<file path="config.mk">
export PLATFORM = sky130hd
export DESIGN_NAME = multicycle_control_flat
export DESIGN_NICKNAME = d
export VERILOG_FILES = /design/src/rtl/multicycle_control_if.sv /design/src/rtl/multicycle_control.sv /design/src/flat_wrapper.sv
export SDC_FILE = /design/constraint.sdc
export NUM_CORES = 1
export LEC_CHECK = 0
export ABC_AREA = 1
export BUFFER_PORTS_ARGS = -buffer_cell sky130_fd_sc_hd__buf_4
export CELL_PAD_IN_SITES_DETAIL_PLACEMENT = 0
export CELL_PAD_IN_SITES_GLOBAL_PLACEMENT = 2
export CORE_AREA = 10 10 61 63
export CTS_CLUSTER_DIAMETER = 60
export CTS_CLUSTER_SIZE = 16
export DETAILED_ROUTE_END_ITERATION = 10
export DIE_AREA = 0 0 71 73
export GPL_ROUTABILITY_DRIVEN = 0
export MAX_ROUTING_LAYER = met4
export PLACE_DENSITY = 0.84
export SLEW_MARGIN = 40
export SYNTH_ARGS = -nofsm -noshare
export SYNTH_HDL_FRONTEND = slang
export SYNTH_SLANG_ARGS = --single-unit
</file>
<file path="constraint.sdc">
create_clock -name clk -period 2.4 [get_ports clk]
set_clock_uncertainty 0.2 [all_clocks]
set_input_delay 0.36 -clock clk [delete_from_list [all_inputs] [get_ports clk]]
set_output_delay 0.36 -clock clk [all_outputs]
set_load 0.02 [all_outputs]
</file>
<file path="src/rtl/multicycle_control_if.sv">
// Memory request handshake between the multi-cycle controller and the shared
// single-port memory.
//   mem_req   : controller -> memory, access request (held until mem_ready)
//   mem_we    : controller -> memory, write enable, qualified by mem_req
//   mem_ready : memory -> controller, transfer completes when req && ready
interface multicycle_control_if;
  logic mem_req;
  logic mem_we;
  logic mem_ready;

  modport master (
    output mem_req,
    output mem_we,
    input  mem_ready
  );

  modport slave (
    input  mem_req,
    input  mem_we,
    output mem_ready
  );
endinterface

</file>
<file path="src/rtl/multicycle_control.sv">
// Multi-cycle sequencing FSM for the RV32I core: FETCH, DECODE, EXECUTE, MEM,
// WRITEBACK, plus a terminal TRAP for unsupported opcodes. Owns the memory
// handshake, all architectural write strobes and the datapath operand selects.
// Ports:
//   clk, rst        : clock, synchronous active-high reset
//   opcode          : IR[6:0], stable from DECODE until the next ir_write
//   branch_taken    : ALU compare result, used only in EXECUTE of a BRANCH
//   mem             : memory handshake (mem_req, mem_we, mem_ready)
//   ir_write        : load IR from memory read data
//   pc_write/pc_src : PC update strobe and next-PC source
//   alu_a_sel/b_sel : ALU operand selects
//   wb_sel          : register write-data source
//   reg_write       : register-file write strobe
//   instret         : one-cycle retire pulse, coincident with pc_write
//   illegal         : high while parked in TRAP
//   state           : current FSM state encoding
// Only the state is registered; every other output is decoded from the state
// and the current inputs, and is forced to 0 while rst is high.
module multicycle_control (
  input  logic                  clk,
  input  logic                  rst,
  input  logic [6:0]            opcode,
  input  logic                  branch_taken,
  multicycle_control_if.master  mem,
  output logic                  ir_write,
  output logic                  pc_write,
  output logic [1:0]            pc_src,
  output logic [1:0]            alu_a_sel,
  output logic                  alu_b_sel,
  output logic [1:0]            wb_sel,
  output logic                  reg_write,
  output logic                  instret,
  output logic                  illegal,
  output logic [2:0]            state
);

  localparam int unsigned STATE_W = 3;

  localparam logic [6:0] OPC_LOAD   = 7'b0000011;
  localparam logic [6:0] OPC_OPIMM  = 7'b0010011;
  localparam logic [6:0] OPC_JALR   = 7'b1100111;
  localparam logic [6:0] OPC_STORE  = 7'b0100011;
  localparam logic [6:0] OPC_BRANCH = 7'b1100011;
  localparam logic [6:0] OPC_LUI    = 7'b0110111;
  localparam logic [6:0] OPC_AUIPC  = 7'b0010111;
  localparam logic [6:0] OPC_JAL    = 7'b1101111;
  localparam logic [6:0] OPC_OP     = 7'b0110011;

  // Select encodings
  localparam logic [1:0] PC_PLUS4 = 2'd0;
  localparam logic [1:0] PC_IMM   = 2'd1;
  localparam logic [1:0] PC_ALU   = 2'd2;
  localparam logic [1:0] A_RS1    = 2'd0;
  localparam logic [1:0] A_PC     = 2'd1;
  localparam logic [1:0] A_ZERO   = 2'd2;
  localparam logic       B_RS2    = 1'b0;
  localparam logic       B_IMM    = 1'b1;
  localparam logic [1:0] WB_ALU   = 2'd0;
  localparam logic [1:0] WB_MEM   = 2'd1;
  localparam logic [1:0] WB_PC4   = 2'd2;

  typedef enum logic [STATE_W-1:0] {
    S_FETCH     = 3'd0,
    S_DECODE    = 3'd1,
    S_EXECUTE   = 3'd2,
    S_MEM       = 3'd3,
    S_WRITEBACK = 3'd4,
    S_TRAP      = 3'd5
  } state_t;

  state_t state_q;
  state_t state_d;
  logic   mem_req_c;
  logic   mem_we_c;
  logic   legal_c;
  logic   is_ldst_c;

  assign legal_c = (opcode inside {OPC_LOAD, OPC_OPIMM, OPC_JALR, OPC_STORE,
                                   OPC_BRANCH, OPC_LUI, OPC_AUIPC, OPC_JAL,
                                   OPC_OP});
  assign is_ldst_c = (opcode == OPC_LOAD) || (opcode == OPC_STORE);

  // State register
  always_ff @(posedge clk) begin
    if (rst) begin
      state_q <= S_FETCH;
    end else begin
      state_q <= state_d;
    end
  end

  // Next-state and datapath control decode
  always_comb begin
    state_d   = state_q;
    mem_req_c = 1'b0;
    mem_we_c  = 1'b0;
    ir_write  = 1'b0;
    pc_write  = 1'b0;
    pc_src    = PC_PLUS4;
    alu_a_sel = A_RS1;
    alu_b_sel = B_RS2;
    wb_sel    = WB_ALU;
    reg_write = 1'b0;
    instret   = 1'b0;
    illegal   = 1'b0;

    // Reset gates every output so an in-flight request drops immediately.
    if (!rst) begin
      case (state_q)
        S_FETCH: begin
          mem_req_c = 1'b1;
          if (mem.mem_ready) begin
            ir_write = 1'b1;
            state_d  = S_DECODE;
          end
        end

        S_DECODE: begin
          state_d = legal_c ? S_EXECUTE : S_TRAP;
        end

        S_EXECUTE: begin
          case (opcode)
            OPC_OPIMM, OPC_LOAD, OPC_STORE, OPC_JALR: begin
              alu_a_sel = A_RS1;
              alu_b_sel = B_IMM;
            end
            OPC_AUIPC: begin
              alu_a_sel = A_PC;
              alu_b_sel = B_IMM;
            end
            OPC_LUI: begin
              alu_a_sel = A_ZERO;
              alu_b_sel = B_IMM;
            end
            default: begin
              alu_a_sel = A_RS1;
              alu_b_sel = B_RS2;
            end
          endcase

          if (opcode == OPC_BRANCH) begin
            pc_write = 1'b1;
            pc_src   = branch_taken ? PC_IMM : PC_PLUS4;
            instret  = 1'b1;
            state_d  = S_FETCH;
          end else if (is_ldst_c) begin
            state_d = S_MEM;
          end else begin
            state_d = S_WRITEBACK;
          end
        end

        S_MEM: begin
          mem_req_c = 1'b1;
          mem_we_c  = (opcode == OPC_STORE);
          if (mem.mem_ready) begin
            if (opcode == OPC_STORE) begin
              pc_write = 1'b1;
              instret  = 1'b1;
              state_d  = S_FETCH;
            end else begin
              state_d = S_WRITEBACK;
            end
          end
        end

        S_WRITEBACK: begin
          reg_write = 1'b1;
          pc_write  = 1'b1;
          instret   = 1'b1;
          state_d   = S_FETCH;
          if (opcode == OPC_LOAD) begin
            wb_sel = WB_MEM;
          end else if ((opcode == OPC_JAL) || (opcode == OPC_JALR)) begin
            wb_sel = WB_PC4;
          end
          // JALR target comes from the ALU result register latched in EXECUTE.
          if (opcode == OPC_JAL) begin
            pc_src = PC_IMM;
          end else if (opcode == OPC_JALR) begin
            pc_src = PC_ALU;
          end
        end

        S_TRAP: begin
          illegal = 1'b1;
          state_d = S_TRAP;
        end

        default: begin
          state_d = S_FETCH;
        end
      endcase
    end
  end

  assign mem.mem_req = mem_req_c;
  assign mem.mem_we  = mem_we_c;
  assign state       = STATE_W'(state_q);

endmodule

</file>
<file path="src/flat_wrapper.sv">
// flat-port wrapper written by rule: the top's interface ports become plain ports
module multicycle_control_flat 
  (clk, rst, opcode, branch_taken, ir_write, pc_write, pc_src, alu_a_sel, alu_b_sel, wb_sel, reg_write, instret, illegal, state, mem_mem_req, mem_mem_we, mem_mem_ready);
  multicycle_control_if mem_i ();
  input  logic clk;
  input  logic rst;
  input  logic [6:0] opcode;
  input  logic branch_taken;
  output logic ir_write;
  output logic pc_write;
  output logic [1:0] pc_src;
  output logic [1:0] alu_a_sel;
  output logic alu_b_sel;
  output logic [1:0] wb_sel;
  output logic reg_write;
  output logic instret;
  output logic illegal;
  output logic [2:0] state;
  output wire logic [$bits(mem_i.mem_req)-1:0] mem_mem_req;
  output wire logic [$bits(mem_i.mem_we)-1:0] mem_mem_we;
  input wire logic [$bits(mem_i.mem_ready)-1:0] mem_mem_ready;
  assign mem_mem_req = mem_i.mem_req;
  assign mem_mem_we = mem_i.mem_we;
  assign mem_i.mem_ready = mem_mem_ready;
  multicycle_control u_core (.clk(clk), .rst(rst), .opcode(opcode), .branch_taken(branch_taken), .mem(mem_i), .ir_write(ir_write), .pc_write(pc_write), .pc_src(pc_src), .alu_a_sel(alu_a_sel), .alu_b_sel(alu_b_sel), .wb_sel(wb_sel), .reg_write(reg_write), .instret(instret), .illegal(illegal), .state(state));
endmodule
</file>
==> flow_metrics.tcl, run 1 <==
set metrics [dict create \
    status "finished, final reports clean" \
    rsz0062_at_grt "no" \
    min_path_type "in2reg" \
    p_per_area_nw_per_um2 355.6 \
    viasPerCell 4.250 \
    yosys-top-cells-area "nand2_1 (17%), dfxtp_1 (11%), nor2_4 (8.3%), nand2_2 (8.0%), nor2_1 (7.6%)" \
    crit_path_top_delay_cell "dfxtp_1" \
    grt_pass1_wl_um 2835 \
    peakVddDrop_v 0.0002421 \
    max-cap-violations 0 \
    dieArea_sq_um 5183 \
    worstPathCellList "inv_2, nor2_4, nand2_1, inv_2, nand2_1, nor4_1, buf_4" \
    ant_nets 0 \
    synth_nets 107 \
    drcViolationCount 0 \
    die_h_um 73 \
    largest_reg_flops 3 \
    antenna_found_initial 0 \
    clockBufferDepth 2 \
    drtIter0Drc 5 \
    crit_arrival_ps 1490 \
    insertion_delay_ps 230 \
    final_net_count 137 \
    synthDistinctLibCells 22 \
    ys_seq_area_share_pct 11.01 \
    tritoncts "built" \
    numPortBuffers 27 \
    ys_ff_latch 3 \
    tns_ps 0 \
    rr_startpoint "u_core.state[0]$_SDFFE_PP0P_" \
    hold_buffers 0 \
    yosysMostFrequentCell "nand2_1" \
    dr_total_vias 663 \
    worst_setup_path_end_kind "primary output" \
    finalSetupViolations 0 \
    crit_path_start_kind "flip-flop" \
    grt_remaining_overflow 0 \
    syn_avg_cell_area_sq_um 5.683 \
    wl_um 1676 \
    crit_fanout 3 \
    cts_sinks 3 \
    synth_common_cells "nand2_1 (24), nor2_1 (11), inv_1 (10)" \
    grt_max_degree 9 \
    ioPinCount 28 \
    routedWlPerCell_um 10.74 \
    numCtsBuffers 3 \
    hold_violations 0 \
    startpoint "u_core.state[1]$_SDFFE_PP0P_" \
    die_w_um 71 \
    finalCritPeriodShare_pct 85.33 \
    synth_area_sq_um 545.5 \
    dpl.hpwl_um 1507 \
    rows 19 \
    h-tree-depth 1 \
    rrSetupSlack_ps 1090 \
    core-area_sq_um 2615 \
    syn_to_final_growth_pct 45.64 \
    crit_type "reg2out" \
    slew_headroom_pct 81.03 \
    finalCriticalPeriod_ps 2048 \
    yosysTopAreaCell "nand2_1" \
    max_stage_delay_ps 370 \
    yosysWarnings 0 \
    cts_resized 0 \
    utilization_pct 30.38 \
    synth_edf_count 0 \
    grt_pass1_vias 707 \
    cp.required_ps 1840 \
    start_util_pct 20.86 \
    grtUsageTotal_pct 6.448 \
    postSynthCellCount 96 \
    ys.flop_type "dfxtp_1" \
    synthArstFlopShare_pct 0 \
    min-delay-start "mem_mem_ready" \
    dr.pass1.iters 2 \
    drive_above_1_share_pct 44.00 \
    post_cts_buffers 0 \
    max_freq_ghz 0.4883 \
    leakagePower_nw 0.4006 \
    worst_pin_slew_ps 282.0 \
    clk_pin_slew_worst_paths_ps 40 \
    antennaDiodeCount 0 \
    cts-root-buf "clkbuf_4" \
    report.final.slew_viol_count 0 \
    yosysTopAreaCellShare_pct 16.51 \
]
==> metal layers <==
metal	routed length, um	vias up	global-route usage, %
met3	40	2	0.6803
met2	917	12	12.66
li1	-	365	-
met5	0	-	-
met1	701	284	6.491
met4	17	0	1.935
==> logic make-up after synthesis <==
kind of cell,share of synthesized area [%]
simple gates,62.16
buf+inv,15.83
compound gates,11.01
flops,11.01
==> worst max-delay path: cells and delay by family (launching register included) <==
family,cells,cell delay [ps]
flip-flops,1,370
AND/OR/NAND/NOR,4,510
buffers and inverters,3,360
==> placed cells by master, fill, tap and decap left out, types with 2 or more instances in the layout <==
master / n
dfxtp_1: 3
nor2_1: 11
o21ai_0: 2
clkbuf_4: 3
nor2_4: 4
nor3_2: 2
nor3_1: 3
nand3_1: 5
a21oi_1: 4
buf_4: 27
nand2_2: 7
nand4_1: 2
nor4_1: 3
nand2_1: 24
inv_1: 10
inv_2: 8
==> through the flow <==
stage	hold slack (ps)	setup WS, ps	cells	instance area (sq um)	power (mW)
final	318.2	352.0	156	794.5	0.2825
after global placement	419.9	489.2	152	768.2	0.1971
after detailed placement	413.4	448.2	152	768.2	0.1961
after global routing	366.5	226.6	156	794.5	0.3065
after CTS	326.1	335.8	156	794.5	0.2885
after floorplan	399.7	309.5	96	545.5	0.1507
==> layout make-up <==
cell class	instances	area (sq um)
multi-input combinational	73	399.1
timing repair buffer	27	202.7
inverter	18	67.56
sequential	3	60.06
fill	302	1821
tap	31	38.79
clock buffer	4	26.28
==> final timing paths <==
check	to	depth (start not counted)
max reg2reg	u_core.state[2]$_SDFFE_PP0P_	7
min reg2reg	u_core.state[0]$_SDFFE_PP0P_	2
min	u_core.state[0]$_SDFFE_PP0P_	4
max	alu_a_sel[0]	7
==> power breakdown <==
part	internal [mW]	total [mW]	switching [mW]
clock	0.0624	0.0893	0.0270
combinational	0.0514	0.128	0.0767
sequential	0.0553	0.0651	0.00979
Note: power is estimated with default switching activity, not from simulation.
==> run 2, diff against run 1 <==
--- a/config.mk
+++ b/config.mk
@@ -6,17 +6,17 @@
 export NUM_CORES = 1
 export LEC_CHECK = 0
 export ABC_AREA = 1
-export BUFFER_PORTS_ARGS = -buffer_cell sky130_fd_sc_hd__buf_4
 export CELL_PAD_IN_SITES_DETAIL_PLACEMENT = 0
 export CELL_PAD_IN_SITES_GLOBAL_PLACEMENT = 2
-export CORE_AREA = 10 10 61 63
+export CORE_AREA = 10 10 55 57
 export CTS_CLUSTER_DIAMETER = 60
 export CTS_CLUSTER_SIZE = 16
 export DETAILED_ROUTE_END_ITERATION = 10
-export DIE_AREA = 0 0 71 73
+export DIE_AREA = 0 0 65 67
+export DONT_BUFFER_PORTS = 1
 export GPL_ROUTABILITY_DRIVEN = 0
 export MAX_ROUTING_LAYER = met4
-export PLACE_DENSITY = 0.84
+export PLACE_DENSITY = 0.78
 export SLEW_MARGIN = 40
 export SYNTH_ARGS = -nofsm -noshare
 export SYNTH_HDL_FRONTEND = slang
==> run 2 against run 1 <==
  * Setup slack worse by 230 ps
  * Worst hold slack worse by 92 ps
  * Sequential share of layout area increased by 2.1 points
  * Cell area down 21%
  * First-iteration DRC count grew 120%
  * Count of clock-buffer cells in the layout unchanged
==> flow_metrics.tcl, run 2 (synthesis gave the netlist of run 1 again) <==
set metrics [dict create \
    reg2regPathDepth 8 \
    clockBufferDepth 2 \
    max_freq_ghz 0.4396 \
    min-delay-start "rst" \
    cts_sinks 3 \
    crit_path_start_kind "flip-flop" \
    layout_common_cells "nand2_1 (24), nor2_1 (11), inv_1 (10)" \
    clk_pin_slew_worst_paths_ps 40 \
    min_to "u_core.state[1]$_SDFFE_PP0P_" \
    grt_max_degree 9 \
    crit_fanout 5 \
    rsz0062_at_grt "no" \
    finalSetupViolations 0 \
    grt_busiest_layer "met2" \
    crit_arrival_ps 1720 \
    dr_total_vias 603 \
    drcViolationCount 0 \
    dieArea_sq_um 4355 \
    ant_nets 0 \
    core-area_sq_um 1942 \
    routedWlPerCell_um 12.27 \
    die_w_um 65 \
    final_net_count 115 \
    rr_startpoint "u_core.state[1]$_SDFFE_PP0P_" \
    slew_headroom_pct 67.57 \
    max-cap-violations 0 \
    die_h_um 67 \
    start_util_pct 28.09 \
    worst_setup_path_end_kind "primary output" \
    rrSetupSlack_ps 920 \
    use_met2_pct 11.95 \
    numPortBuffers 0 \
    min_path_type "in2reg" \
    largest_reg_flops 3 \
    ioPinCount 28 \
    tns_ps 0 \
    grt_remaining_overflow 0 \
    grt_pass1_wl_um 2649 \
    wl_um 1595 \
    cp.required_ps 1840 \
    hold_violations 0 \
    crit_type "reg2out" \
    drive_above_1_share_pct 32.04 \
    drtIter0Drc 11 \
    antenna_found_initial 0 \
    dr.pass1.iters 3 \
    peakVddDrop_v 0.0002575 \
    p_per_area_nw_per_um2 398.4 \
    cts-root-buf "clkbuf_4" \
    r2r-end "u_core.state[2]$_SDFFE_PP0P_" \
    gr-usage-met1_pct 8.764 \
    numCtsBuffers 3 \
    utilization_pct 32.15 \
    final_common_cell "nand2_1" \
    totalPowerFinal_mw 0.2487 \
    leakagePower_nw 0.2880 \
    finalCritPeriodShare_pct 94.79 \
    cts_resized 0 \
    min_path_cells 3 \
    status "finished, final reports clean" \
    grt.met3_usage_pct 3.177 \
    h-tree-depth 1 \
    syn_to_final_growth_pct 14.45 \
    hold_buffers 0 \
    antennaDiodeCount 0 \
    dpl.hpwl_um 1386 \
    post_cts_buffers 0 \
    grt_pass1_vias 584 \
    worst_pin_slew_ps 487.9 \
    report.final.slew_viol_count 0 \
    viasPerCell 4.638 \
    rows 16 \
    grtUsageTotal_pct 7.671 \
    finalCriticalPeriod_ps 2275 \
    tritoncts "built" \
    insertion_delay_ps 230 \
]
## run 2: changes by cell type in the layout (fill, tap and decap cells not counted), sizes merged
cell  delta
buf     -22
## run 2: power by group
part / total (mW) / switching (mW) / internal (mW)
sequential: 0.0722 / 0.0169 / 0.0553
combinational: 0.0891 / 0.0600 / 0.0291
clock: 0.0874 / 0.0252 / 0.0623
total: 0.249 / 0.102 / 0.147
## run 2: worst max-delay path by stage
stage	start	to	slack, ps
after floorplan	u_core.state[1]$_SDFFE_PP0P_	alu_a_sel[0]	310
after global placement	u_core.state[2]$_SDFFE_PP0P_	pc_src[1]	360
after detailed placement	u_core.state[2]$_SDFFE_PP0P_	pc_src[1]	340
after CTS	u_core.state[2]$_SDFFE_PP0P_	pc_src[1]	90
after global routing	u_core.state[2]$_SDFFE_PP0P_	pc_src[1]	0.7
final	u_core.state[2]$_SDFFE_PP0P_	pc_src[1]	120
## run 2: area by class of cell
cell class,instances,area [sq um]
fillers,239,1318
multi-input cells,73,399.1
inverters,18,67.56
flip-flops and latches,3,60.06
repair buffers,5,37.54
well taps,27,33.78
clock buffers,4,26.28
## run 2: routing by layer
metal	part of all wire, %	wire (um)
met1	45	724
met2	45	721
met3	9.0	143
met5	0	0
met4	0.38	6
## run 2: stage by stage
stage / setup WS [ps] / std cells / cell area (sq um) / hold WS, ps
floorplan: 309.5 / 96 / 545.5 / 399.7
global placement: 364.2 / 126 / 598.1 / 459.0
detailed placement: 337.5 / 126 / 598.1 / 468.0
CTS: 91.17 / 130 / 624.3 / 230.1
global route: 0.6645 / 130 / 624.3 / 250.0
finish: 125.0 / 130 / 624.3 / 226.0
## run 2: critical path: stages, from the launching register on
cell and delay [ps]:
dfxtp_1 550, inv_2 110, nor3_2 190, inv_2 80
nor2_4 170, inv_2 70, nor2_1 320
